### src/rtl/ro_meas_pkg.sv
// rtl/ro_meas_pkg.sv - shared types and constants for the ring-oscillator frequency meter
package ro_meas_pkg;

  // Measurement sequencer states
  typedef enum logic [1:0] {
    IDLE   = 2'd0,
    SETTLE = 2'd1,
    GATE   = 2'd2
  } state_t;

  localparam int DEF_NUM_CH      = 16;
  localparam int DEF_GATE_W      = 24;
  localparam int DEF_CNT_W       = 24;
  localparam int DEF_SYNC_STAGES = 2;

  // Saturation value of the edge counter at the default width
  localparam logic [DEF_CNT_W-1:0] CNT_MAX = {DEF_CNT_W{1'b1}};

  // Channel select width, never narrower than one bit
  function automatic int sel_width(input int n);
    return (n > 1) ? $clog2(n) : 1;
  endfunction

endpackage

### src/rtl/ro_freq_meter_if.sv
// rtl/ro_freq_meter_if.sv - oscillator inputs, control and result bundle of the frequency meter
interface ro_freq_meter_if
  import ro_meas_pkg::*;
#(
  parameter int NUM_CH = DEF_NUM_CH,
  parameter int SEL_W  = sel_width(NUM_CH),
  parameter int GATE_W = DEF_GATE_W,
  parameter int CNT_W  = DEF_CNT_W
);
  logic [NUM_CH-1:0] ro_in;
  logic [SEL_W-1:0]  ch_sel;
  logic [GATE_W-1:0] gate_cycles;
  logic              continuous;
  logic              start;
  logic              stop;
  logic              ro_out;
  logic              busy;
  logic              done;
  logic [CNT_W-1:0]  count;
  logic              overflow;

  modport master (
    output ro_in, ch_sel, gate_cycles, continuous, start, stop,
    input  ro_out, busy, done, count, overflow
  );

  modport slave (
    input  ro_in, ch_sel, gate_cycles, continuous, start, stop,
    output ro_out, busy, done, count, overflow
  );
endinterface

### src/rtl/ro_edge_sync.sv
// rtl/ro_edge_sync.sv - synchroniser chain plus rising-edge detector for one oscillator
module ro_edge_sync #(
  parameter int SYNC_STAGES = 2
) (
  input  logic clk,
  input  logic rst,
  input  logic async_in,
  output logic edge_o
);
  logic [SYNC_STAGES-1:0] sync_q;
  logic                   hist_q;

  // Resample the asynchronous input, then keep one extra sample for edge detection
  always_ff @(posedge clk) begin
    if (rst) begin
      sync_q <= '0;
      hist_q <= 1'b0;
    end else begin
      sync_q <= {sync_q[SYNC_STAGES-2:0], async_in};
      hist_q <= sync_q[SYNC_STAGES-1];
    end
  end

  assign edge_o = sync_q[SYNC_STAGES-1] & ~hist_q;
endmodule

### src/rtl/ro_freq_meter.sv
// rtl/ro_freq_meter.sv - oscillator pad mux with gated rising-edge frequency counter
module ro_freq_meter
  import ro_meas_pkg::*;
#(
  parameter int NUM_CH      = DEF_NUM_CH,
  parameter int SEL_W       = sel_width(NUM_CH),
  parameter int GATE_W      = DEF_GATE_W,
  parameter int CNT_W       = DEF_CNT_W,
  parameter int SYNC_STAGES = DEF_SYNC_STAGES
) (
  input logic           wb_clk_i,
  input logic           wb_rst_i,
  ro_freq_meter_if.slave bus
);
  localparam int SET_W = $clog2(SYNC_STAGES + 1);
  localparam logic [CNT_W-1:0] CNT_TOP = {CNT_W{1'b1}};

  state_t            state, state_nxt;
  logic [SEL_W-1:0]  ch_lat;
  logic [GATE_W-1:0] gate_lat, gate_rem;
  logic              cont_lat;
  logic [SET_W-1:0]  settle_cnt;
  logic [CNT_W-1:0]  acc, acc_sum, count_q;
  logic              ovf_acc, acc_sat, overflow_q, done_q;
  logic              meas_in, ro_edge, start_ok, settle_last, window_end;

  // Live pad mux and latched measurement mux; out-of-range selects read as 0
  always_comb begin
    bus.ro_out = 1'b0;
    meas_in    = 1'b0;
    for (int i = 0; i < NUM_CH; i++) begin
      if (int'(bus.ch_sel) == i) bus.ro_out = bus.ro_in[i];
      if (int'(ch_lat) == i)     meas_in    = bus.ro_in[i];
    end
  end

  ro_edge_sync #(.SYNC_STAGES(SYNC_STAGES)) u_edge (
    .clk      (wb_clk_i),
    .rst      (wb_rst_i),
    .async_in (meas_in),
    .edge_o   (ro_edge)
  );

  assign start_ok    = bus.start && (bus.gate_cycles != '0) && (int'(bus.ch_sel) < NUM_CH);
  assign settle_last = (settle_cnt == SET_W'(SYNC_STAGES));
  assign window_end  = (state == GATE) && (gate_rem == GATE_W'(1));

  // Saturating accumulate of this cycle's edge
  always_comb begin
    acc_sat = (acc == CNT_TOP) && ro_edge;
    acc_sum = acc_sat ? acc : acc + CNT_W'(ro_edge);
  end

  // Next-state logic; stop wins over a window completing in the same cycle
  always_comb begin
    state_nxt = state;
    case (state)
      IDLE:    if (start_ok) state_nxt = SETTLE;
      SETTLE:  if (bus.stop) state_nxt = IDLE;
               else if (settle_last) state_nxt = GATE;
      GATE:    if (bus.stop) state_nxt = IDLE;
               else if (window_end && !cont_lat) state_nxt = IDLE;
      default: state_nxt = IDLE;
    endcase
  end

  // State register, settings latch, gate counter, accumulator and result registers
  always_ff @(posedge wb_clk_i) begin
    if (wb_rst_i) begin
      state      <= IDLE;
      ch_lat     <= '0;
      gate_lat   <= '0;
      cont_lat   <= 1'b0;
      settle_cnt <= '0;
      gate_rem   <= '0;
      acc        <= '0;
      ovf_acc    <= 1'b0;
      count_q    <= '0;
      overflow_q <= 1'b0;
      done_q     <= 1'b0;
    end else begin
      state  <= state_nxt;
      done_q <= 1'b0;
      case (state)
        IDLE: begin
          if (start_ok) begin
            ch_lat     <= bus.ch_sel;
            gate_lat   <= bus.gate_cycles;
            cont_lat   <= bus.continuous;
            settle_cnt <= '0;
          end
        end
        SETTLE: begin
          settle_cnt <= settle_cnt + SET_W'(1);
          gate_rem   <= gate_lat;
          acc        <= '0;
          ovf_acc    <= 1'b0;
        end
        GATE: begin
          if (!bus.stop) begin
            if (window_end) begin
              count_q    <= acc_sum;
              overflow_q <= ovf_acc | acc_sat;
              done_q     <= 1'b1;
              gate_rem   <= gate_lat;
              acc        <= '0;
              ovf_acc    <= 1'b0;
            end else begin
              acc      <= acc_sum;
              ovf_acc  <= ovf_acc | acc_sat;
              gate_rem <= gate_rem - GATE_W'(1);
            end
          end
        end
        default: ;
      endcase
    end
  end

  assign bus.busy     = (state != IDLE);
  assign bus.done     = done_q;
  assign bus.count    = count_q;
  assign bus.overflow = overflow_q;
endmodule

### src/flat_wrapper.sv
// flat-port wrapper written by rule: the top's interface ports become plain ports
module ro_freq_meter_flat import ro_meas_pkg::*;
#(
  parameter int NUM_CH      = DEF_NUM_CH,
  parameter int SEL_W       = sel_width(NUM_CH),
  parameter int GATE_W      = DEF_GATE_W,
  parameter int CNT_W       = DEF_CNT_W,
  parameter int SYNC_STAGES = DEF_SYNC_STAGES
)
  (wb_clk_i, wb_rst_i, bus_ro_in, bus_ch_sel, bus_gate_cycles, bus_continuous, bus_start, bus_stop, bus_ro_out, bus_busy, bus_done, bus_count, bus_overflow);
  ro_freq_meter_if #(.NUM_CH(NUM_CH), .SEL_W(SEL_W), .GATE_W(GATE_W), .CNT_W(CNT_W)) bus_i ();
  input logic wb_clk_i;
  input logic wb_rst_i;
  input wire logic [$bits(bus_i.ro_in)-1:0] bus_ro_in;
  input wire logic [$bits(bus_i.ch_sel)-1:0] bus_ch_sel;
  input wire logic [$bits(bus_i.gate_cycles)-1:0] bus_gate_cycles;
  input wire logic [$bits(bus_i.continuous)-1:0] bus_continuous;
  input wire logic [$bits(bus_i.start)-1:0] bus_start;
  input wire logic [$bits(bus_i.stop)-1:0] bus_stop;
  output wire logic [$bits(bus_i.ro_out)-1:0] bus_ro_out;
  output wire logic [$bits(bus_i.busy)-1:0] bus_busy;
  output wire logic [$bits(bus_i.done)-1:0] bus_done;
  output wire logic [$bits(bus_i.count)-1:0] bus_count;
  output wire logic [$bits(bus_i.overflow)-1:0] bus_overflow;
  assign bus_i.ro_in = bus_ro_in;
  assign bus_i.ch_sel = bus_ch_sel;
  assign bus_i.gate_cycles = bus_gate_cycles;
  assign bus_i.continuous = bus_continuous;
  assign bus_i.start = bus_start;
  assign bus_i.stop = bus_stop;
  assign bus_ro_out = bus_i.ro_out;
  assign bus_busy = bus_i.busy;
  assign bus_done = bus_i.done;
  assign bus_count = bus_i.count;
  assign bus_overflow = bus_i.overflow;
  ro_freq_meter #(.NUM_CH(NUM_CH), .SEL_W(SEL_W), .GATE_W(GATE_W), .CNT_W(CNT_W), .SYNC_STAGES(SYNC_STAGES)) u_core (.wb_clk_i(wb_clk_i), .wb_rst_i(wb_rst_i), .bus(bus_i));
endmodule
### config.mk
export PLATFORM = sky130hd
export DESIGN_NAME = ro_freq_meter_flat
export DESIGN_NICKNAME = d
export VERILOG_FILES = /design/src/rtl/ro_meas_pkg.sv /design/src/rtl/ro_freq_meter_if.sv /design/src/rtl/ro_edge_sync.sv /design/src/rtl/ro_freq_meter.sv /design/src/flat_wrapper.sv
export SDC_FILE = /design/constraint.sdc
export NUM_CORES = 1
export LEC_CHECK = 0
export CAP_MARGIN = 10
export CORE_MARGIN = 2
export CORE_UTILIZATION = 28
export DETAILED_ROUTE_END_ITERATION = 8
export GPL_TIMING_DRIVEN = 0
export PLACE_DENSITY = 0.49
export SKIP_LAST_GASP = 1
export SYNTH_ARGS = -nofsm -noshare
export SYNTH_HDL_FRONTEND = slang
export SYNTH_SLANG_ARGS = --single-unit
export TNS_END_PERCENT = 10
### constraint.sdc
create_clock -name wb_clk_i -period 3.1 [get_ports wb_clk_i]
set_input_delay 0.93 -clock wb_clk_i [delete_from_list [all_inputs] [get_ports wb_clk_i]]
set_output_delay 0.93 -clock wb_clk_i [all_outputs]
set_load 0.05 [all_outputs]
==> results of run 1 <==
[cell families after synthesis]
logic type | after synthesis
AND/OR/NAND/NOR | 291
flip-flops | 111
adder cells (fa/ha/maj) | 5
buffers and inverters | 63
XOR/XNOR | 10
multiplexers | 48
AO/OA/AOI/OAI | 166
[state kept, by name (all words and copies together) (netlist names)]
| name | cells |
|---|---|
| u_core.acc | 24 |
| u_core.bus.count | 24 |
| u_core.bus.done | 1 |
| u_core.bus.overflow | 1 |
| u_core.ch_lat | 4 |
| u_core.cont_lat | 1 |
| u_core.gate_lat | 24 |
| u_core.gate_rem | 24 |
| u_core.ovf_acc | 1 |
| u_core.settle_cnt | 2 |
| u_core.state | 2 |
| u_core.u_edge.hist_q | 1 |
| u_core.u_edge.sync_q | 2 |
[final cells by class]
cell class | instances | area share [%]
plain buffers | 50 | 3.661
clock buffers | 12 | 3.308
clock inverters | 1 | 0.1008
inverters | 13 | 0.6549
multi-input cells | 520 | 47.46
flip-flops and latches | 111 | 29.82
well taps | 275 | 4.618
repair buffers | 76 | 10.38
[worst reg2reg max path: stages, from the launching register on]
cell	delay, ns
dfxtp_1	0.39
nor2b_1	0.21
ha_1	0.20
nand2_1	0.20
nor4_1	0.84
o211ai_1	0.33
xnor2_1	0.33
a211oi_2	0.11
[power breakdown]
group | internal [mW] | leakage [nW] | switching (mW)
combinational | 0.206 | 1.58 | 0.276
clock | 0.556 | 0.121 | 0.521
sequential | 1.47 | 0.901 | 0.0386
total | 2.23 | 2.60 | 0.836
[layer usage]
layer / GRT usage (%) / part of all wire, % / vias to the layer above
met3: 2.651 / 4.2 / 33
met4: 6.822 / 2.5 / 0
met2: 28.68 / 47 / 161
li1: - / - / 2817
met5: 0 / 0 / -
met1: 23.73 / 46 / 2765
[Yosys cell counts, types with 3 or more instances]
cell type,n
dfxtp_1,111
nor2_1,83
nand2_1,50
mux2i_1,38
o21ai_0,33
clkbuf_1,29
nand3_1,29
nor4_1,25
a31oi_1,23
a21oi_1,22
nor3_1,16
or3_1,16
a211oi_1,15
nand4_1,15
inv_1,13
a311oi_1,12
nor2b_1,11
mux4_2,10
buf_2,9
a211oi_2,7
xnor2_1,7
or4_1,6
and2_1,5
and4_1,5
buf_4,5
buf_6,5
ha_1,5
o2111ai_1,5
a41oi_1,4
o211ai_1,4
o21ai_1,4
o221ai_1,4
o32ai_1,4
a2111oi_2,3
a21o_1,3
and3_1,3
nand2b_1,3
nand4b_1,3
o311a_1,3
xor2_1,3
[worst max path at each step]
stage / end / startpoint / cells past startpoint / slack [ns]
6_report: bus_ro_out / bus_ch_sel[0] / 4 / -0.03
5_1_grt: u_core.acc[22] / bus_stop / 8 / -0.1
4_1_cts: bus_ro_out / bus_ro_in[15] / 4 / -0.36
3_5_place_dp: u_core.gate_lat[22] / bus_gate_cycles[23] / 7 / -0.99
3_3_place_gp: u_core.gate_lat[20] / bus_gate_cycles[0] / 7 / -1.0
2_1_floorplan: bus_ro_out / bus_ch_sel[0] / 3 / 0.001
[metrics by stage]
step | hold slack [ns] | setup slack [ns]
2_1_floorplan | 0.4138 | 0.001286
4_1_cts | 0.4458 | -0.3573
6_report | 0.4471 | -0.02695
3_5_place_dp | 0.4353 | -0.9943
3_3_place_gp | 0.4209 | -0.9971
5_1_grt | 0.4558 | -0.09885
[what timing repair did]
item / CTS / global route
setup buffers: 2 / 0
setup endpoints to repair: 46 / 21
gates resized for setup: 7 / 33
pin swaps: 1 / 0
==> impl_metrics.tcl, run 1 <==
set metrics [dict create \
    p_per_area_nw_per_um2 411.4 \
    synth_edf_count 0 \
    drt_wl_total_microns 19730 \
    final_cell_mix "dfxtp_1 (111), nor2_1 (82), clkdlybuf4s50_1 (56), nand2_1 (50), mux2i_1 (38)" \
    post-route-period-util_pct 100.9 \
    status "finished, violations left" \
    postSynth.asyncResetShare_pct 0 \
    portBuffers 74 \
    cts.sinks 111 \
    path_clk_slew_ns 0.07 \
    fin_area_sq_um 7451 \
    synth_fa_ha_area_share_pct 1.036 \
    vias 5776 \
    holdBufCountCts 0 \
    hold_end "u_core.u_edge.sync_q[1]" \
    path_class "input port to output port" \
    synth-compound-area-share_pct 19.77 \
    areaGrowthSynthToFinish_pct 23.39 \
    wl_per_cell_microns 18.65 \
    finalNonFillerCells 1058 \
    yosys-mux-area-fraction_pct 10.03 \
    max_freq_mhz 319.8 \
    dieWidth_microns 150.9 \
    synth.area.top_cells "dfxtp_1 (37%), mux2i_1 (6.3%), nor2_1 (5.2%), mux4_2 (3.7%), nand2_1 (3.1%)" \
    ir_drop_mv 0.2491 \
    yosysTopAreaCell "dfxtp_1" \
    timing.rr.start "u_core.u_edge.sync_q[1]" \
    synth_nets 748 \
    crit_buf_inv 2 \
    netlist_area_sq_um 6038 \
    yosys.area.top_type_share_pct 36.80 \
    yosysUniqueCellTypes 70 \
    cpMaxStageDelayCell "mux4_2" \
    start_util_pct 28.63 \
    dp.cells 1043 \
    dpl_cell_area_sq_um 7133 \
    p_leak_nw 2.601 \
    cts_inserted_buffers 9 \
    grt_pass1_wl_microns 31020 \
    root_buffer "clkbuf_16" \
    drt_iter0_drc 376 \
    rsz0062_at_grt "yes" \
    io_pins 77 \
    clk_latency_ns 0.36 \
    regArea_sq_um 2222 \
    dpl.hpwl_microns 14490 \
    synth-simple-area-share_pct 25.88 \
    slew_headroom_pct 30.97 \
    htreeDepth 3 \
    first_global_vias 5501 \
    synth-xor-area-share_pct 1.450 \
    fill_cells 2233 \
    crit_path_max_incr_delay_ns 0.50 \
    die_h_microns 150.9 \
    holdPathStages 1 \
    vias_per_cell 5.459 \
    path_delay_family "multiplexers" \
    ys_ff_latch 111 \
    crit_top_cell "mux4_2" \
    r2r_cells 7 \
    arrival_ns 2.20 \
    gp_congestion 0.8577 \
    worstPathCellList "buf_12 -> mux4_2 -> mux4_2 -> buf_8" \
    cp_max_fo 5 \
    r2r_end "u_core.bus.count[21]" \
    synth_cells 694 \
    drt-pass1-iter-count 5 \
    final_util_pct 35.33 \
    die_area_sq_um 22760 \
    drt.antenna.violating_nets 0 \
    overflow 0 \
    cts_buffer_depth 2 \
    rrSetupSlack_ns 0.34 \
    hp-start "u_core.u_edge.sync_q[0]" \
    avgSynthCellArea_sq_um 8.701 \
    ys_warn_count 0 \
    skew_ns 0.007834 \
    coreArea_sq_um 21090 \
    layout_min_cycle_time_ns 3.127 \
    tightestPinTransition_ns 1.026 \
    final_hold_viol_count 0 \
    fin_nets 835 \
    grt_max_degree 16 \
    drcViolationCount 0 \
    violations "negative setup slack" \
    synth_top_family_by_area "simple AND/OR/NAND/NOR gates" \
    num_rows 53 \
    setup_ws_ns -0.02695 \
    gr-usage-all-layers_pct 17.68 \
    multi_input_area_sq_um 3536 \
    synthFlopType "dfxtp_1" \
    grt_antenna_before_repair 0 \
    final-setup-viol-count 1 \
    final_common_cell "dfxtp_1" \
    drive_gt1_share_pct 10.73 \
    required_ns 2.17 \
    cap_violations 0 \
    crit_path_end_kind "output port" \
    setup-tns-final_ns -0.02695 \
    min_path_type "flop to flop" \
    ys_seq_area_share_pct 36.80 \
    critPathLaunchType "input port" \
    antenna_cells 0 \
    cts_tree "yes" \
    power_mw 3.065 \
    slew_viol_final 0 \
]
(Power assumes the default switching activity.)
==> run 2, diff against run 1 <==
SKIP_LAST_GASP = default   (was 1)
==> impl_metrics.tcl, run 2 (synthesized netlist as in run 1, its figures left out) <==
set metrics [dict create \
    p_switching_mw 0.8409 \
    timing.rr.start "u_core.u_edge.sync_q[1]" \
    drt_wl_total_microns 19810 \
    fin_area_sq_um 7468 \
    p_int_mw 2.229 \
    vias_per_cell 5.466 \
    post-route-period-util_pct 100.9 \
    tightestPinTransition_ns 1.049 \
    cts_inserted_buffers 9 \
    swShare_pct 27.39 \
    start_util_pct 28.63 \
    required_ns 2.17 \
    holdBufCountCts 0 \
    regArea_sq_um 2222 \
    gp_congestion 0.8577 \
    violations "negative setup slack" \
    cts_buffer_depth 2 \
    skew_ns 0.006362 \
    drcViolationCount 0 \
    grt_pass1_wl_microns 31040 \
    rsz0062_at_grt "yes" \
    final_cell_mix "dfxtp_1 (111), nor2_1 (82), clkdlybuf4s50_1 (56), nand2_1 (50), mux2i_1 (38)" \
    comb_power_share_pct 15.7 \
    htreeDepth 3 \
    portBuffers 74 \
    final-setup-viol-count 1 \
    final_hold_viol_count 0 \
    fin_nets 837 \
    dieWidth_microns 150.9 \
    first_global_vias 5513 \
    holdPathStages 1 \
    fill_cells 2233 \
    path_class "input port to output port" \
    place_worst_setup_slack_ns -0.9943 \
    critPathLaunchType "input port" \
    io_pins 77 \
    hp-start "u_core.u_edge.sync_q[0]" \
    dp.cells 1043 \
    dpl_cell_area_sq_um 7133 \
    grt_antenna_before_repair 0 \
    gr-usage-all-layers_pct 17.70 \
    setup_ws_ns -0.02731 \
    power.clock.fraction_pct 35.2 \
    layout_min_cycle_time_ns 3.127 \
    num_rows 53 \
    finalNonFillerCells 1060 \
    areaGrowthSynthToFinish_pct 23.68 \
    r2r_cells 7 \
    p_leak_nw 2.611 \
    crit_path_end "bus_ro_out" \
    root_buffer "clkbuf_16" \
    grt_max_degree 16 \
    die_h_microns 150.9 \
    power_mw 3.070 \
    cap_violations 0 \
    dpl.hpwl_microns 14490 \
    final_common_cell "dfxtp_1" \
    slew_headroom_pct 29.42 \
    slew_viol_final 0 \
    coreArea_sq_um 21090 \
    wl_per_cell_microns 18.69 \
    min_path_type "flop to flop" \
    multi_input_area_sq_um 3536 \
    drive_gt1_share_pct 10.96 \
    max_freq_mhz 319.8 \
    cp_max_fo 5 \
    vias 5794 \
    clk_latency_ns 0.36 \
    p_per_area_nw_per_um2 411.1 \
    arrival_ns 2.20 \
    antenna_cells 0 \
    crit_path_end_kind "output port" \
    rrSetupSlack_ns 0.34 \
    overflow 0 \
    drt-pass1-iter-count 5 \
    r2r_end "u_core.bus.count[21]" \
    path_clk_slew_ns 0.07 \
    drt.antenna.violating_nets 0 \
    status "finished, violations left" \
    cp-startpoint "bus_ch_sel[0]" \
    die_area_sq_um 22760 \
    ir_drop_mv 0.2503 \
    cts_tree "yes" \
    p_seq_share_pct 49.1 \
    setup-tns-final_ns -0.02731 \
    drt_iter0_drc 400 \
    cts.sinks 111 \
]
## run 2: cell count changes in the layout (fill, tap and decap cells not counted)
cell / delta
buf_4: +2
clkbuf_4: +1
buf_2: -1
## run 2: power by group through the flow
stage	clock network [mW]	logic, mW	registers (mW)
2_1_floorplan	0	0.306	1.52
3_3_place_gp	0	0.476	1.54
3_5_place_dp	0	0.476	1.54
4_1_cts	1.11	0.483	1.51
5_1_grt	1.15	0.528	1.51
6_report	1.08	0.483	1.51
## run 2: final cells by class
class,instances,area share [%]
multi-input cells,520,47.34
flip-flops and latches,111,29.75
repair buffers,78,10.55
well taps,275,4.607
plain buffers,50,3.686
clock buffers,12,3.300
inverters,13,0.6534
clock inverters,1,0.1005
## run 2: how the worst min path moves through the flow
stage                                    to  slack (ns)
finish              u_core.u_edge.sync_q[1]        0.45
floorplan           u_core.u_edge.sync_q[1]        0.41
detailed placement  u_core.u_edge.sync_q[1]        0.44
global placement    u_core.u_edge.sync_q[1]        0.42
CTS                 u_core.u_edge.sync_q[1]        0.45
global route        u_core.u_edge.sync_q[1]        0.46
## run 2: layer usage
layer	part of all wire, %	global-route usage, %
met4	2.9	7.056
met5	0	0
met3	4.0	2.711
met1	47	23.79
met2	46	28.55
## run 2: through the flow
step | hold slack, ns | util, %
after floorplan | 0.4138 | -
after global placement | 0.4209 | 33.83
after detailed placement | 0.4353 | 33.83
after CTS | 0.4458 | 35.20
after global routing | 0.4558 | 35.42
final | 0.4478 | 35.42
## run 2: what timing repair did
item | 4_1_cts | 5_1_grt
setup buffers | 2 | 2
pin swaps | 1 | 1
setup endpoints to repair | 46 | 20
gates resized for setup | 13 | 26
## run 2: worst max-delay path, cell delays in order
cell and delay (ns):
buf_12 0.09, mux4_2 0.50, mux4_2 0.50, buf_8 0.17
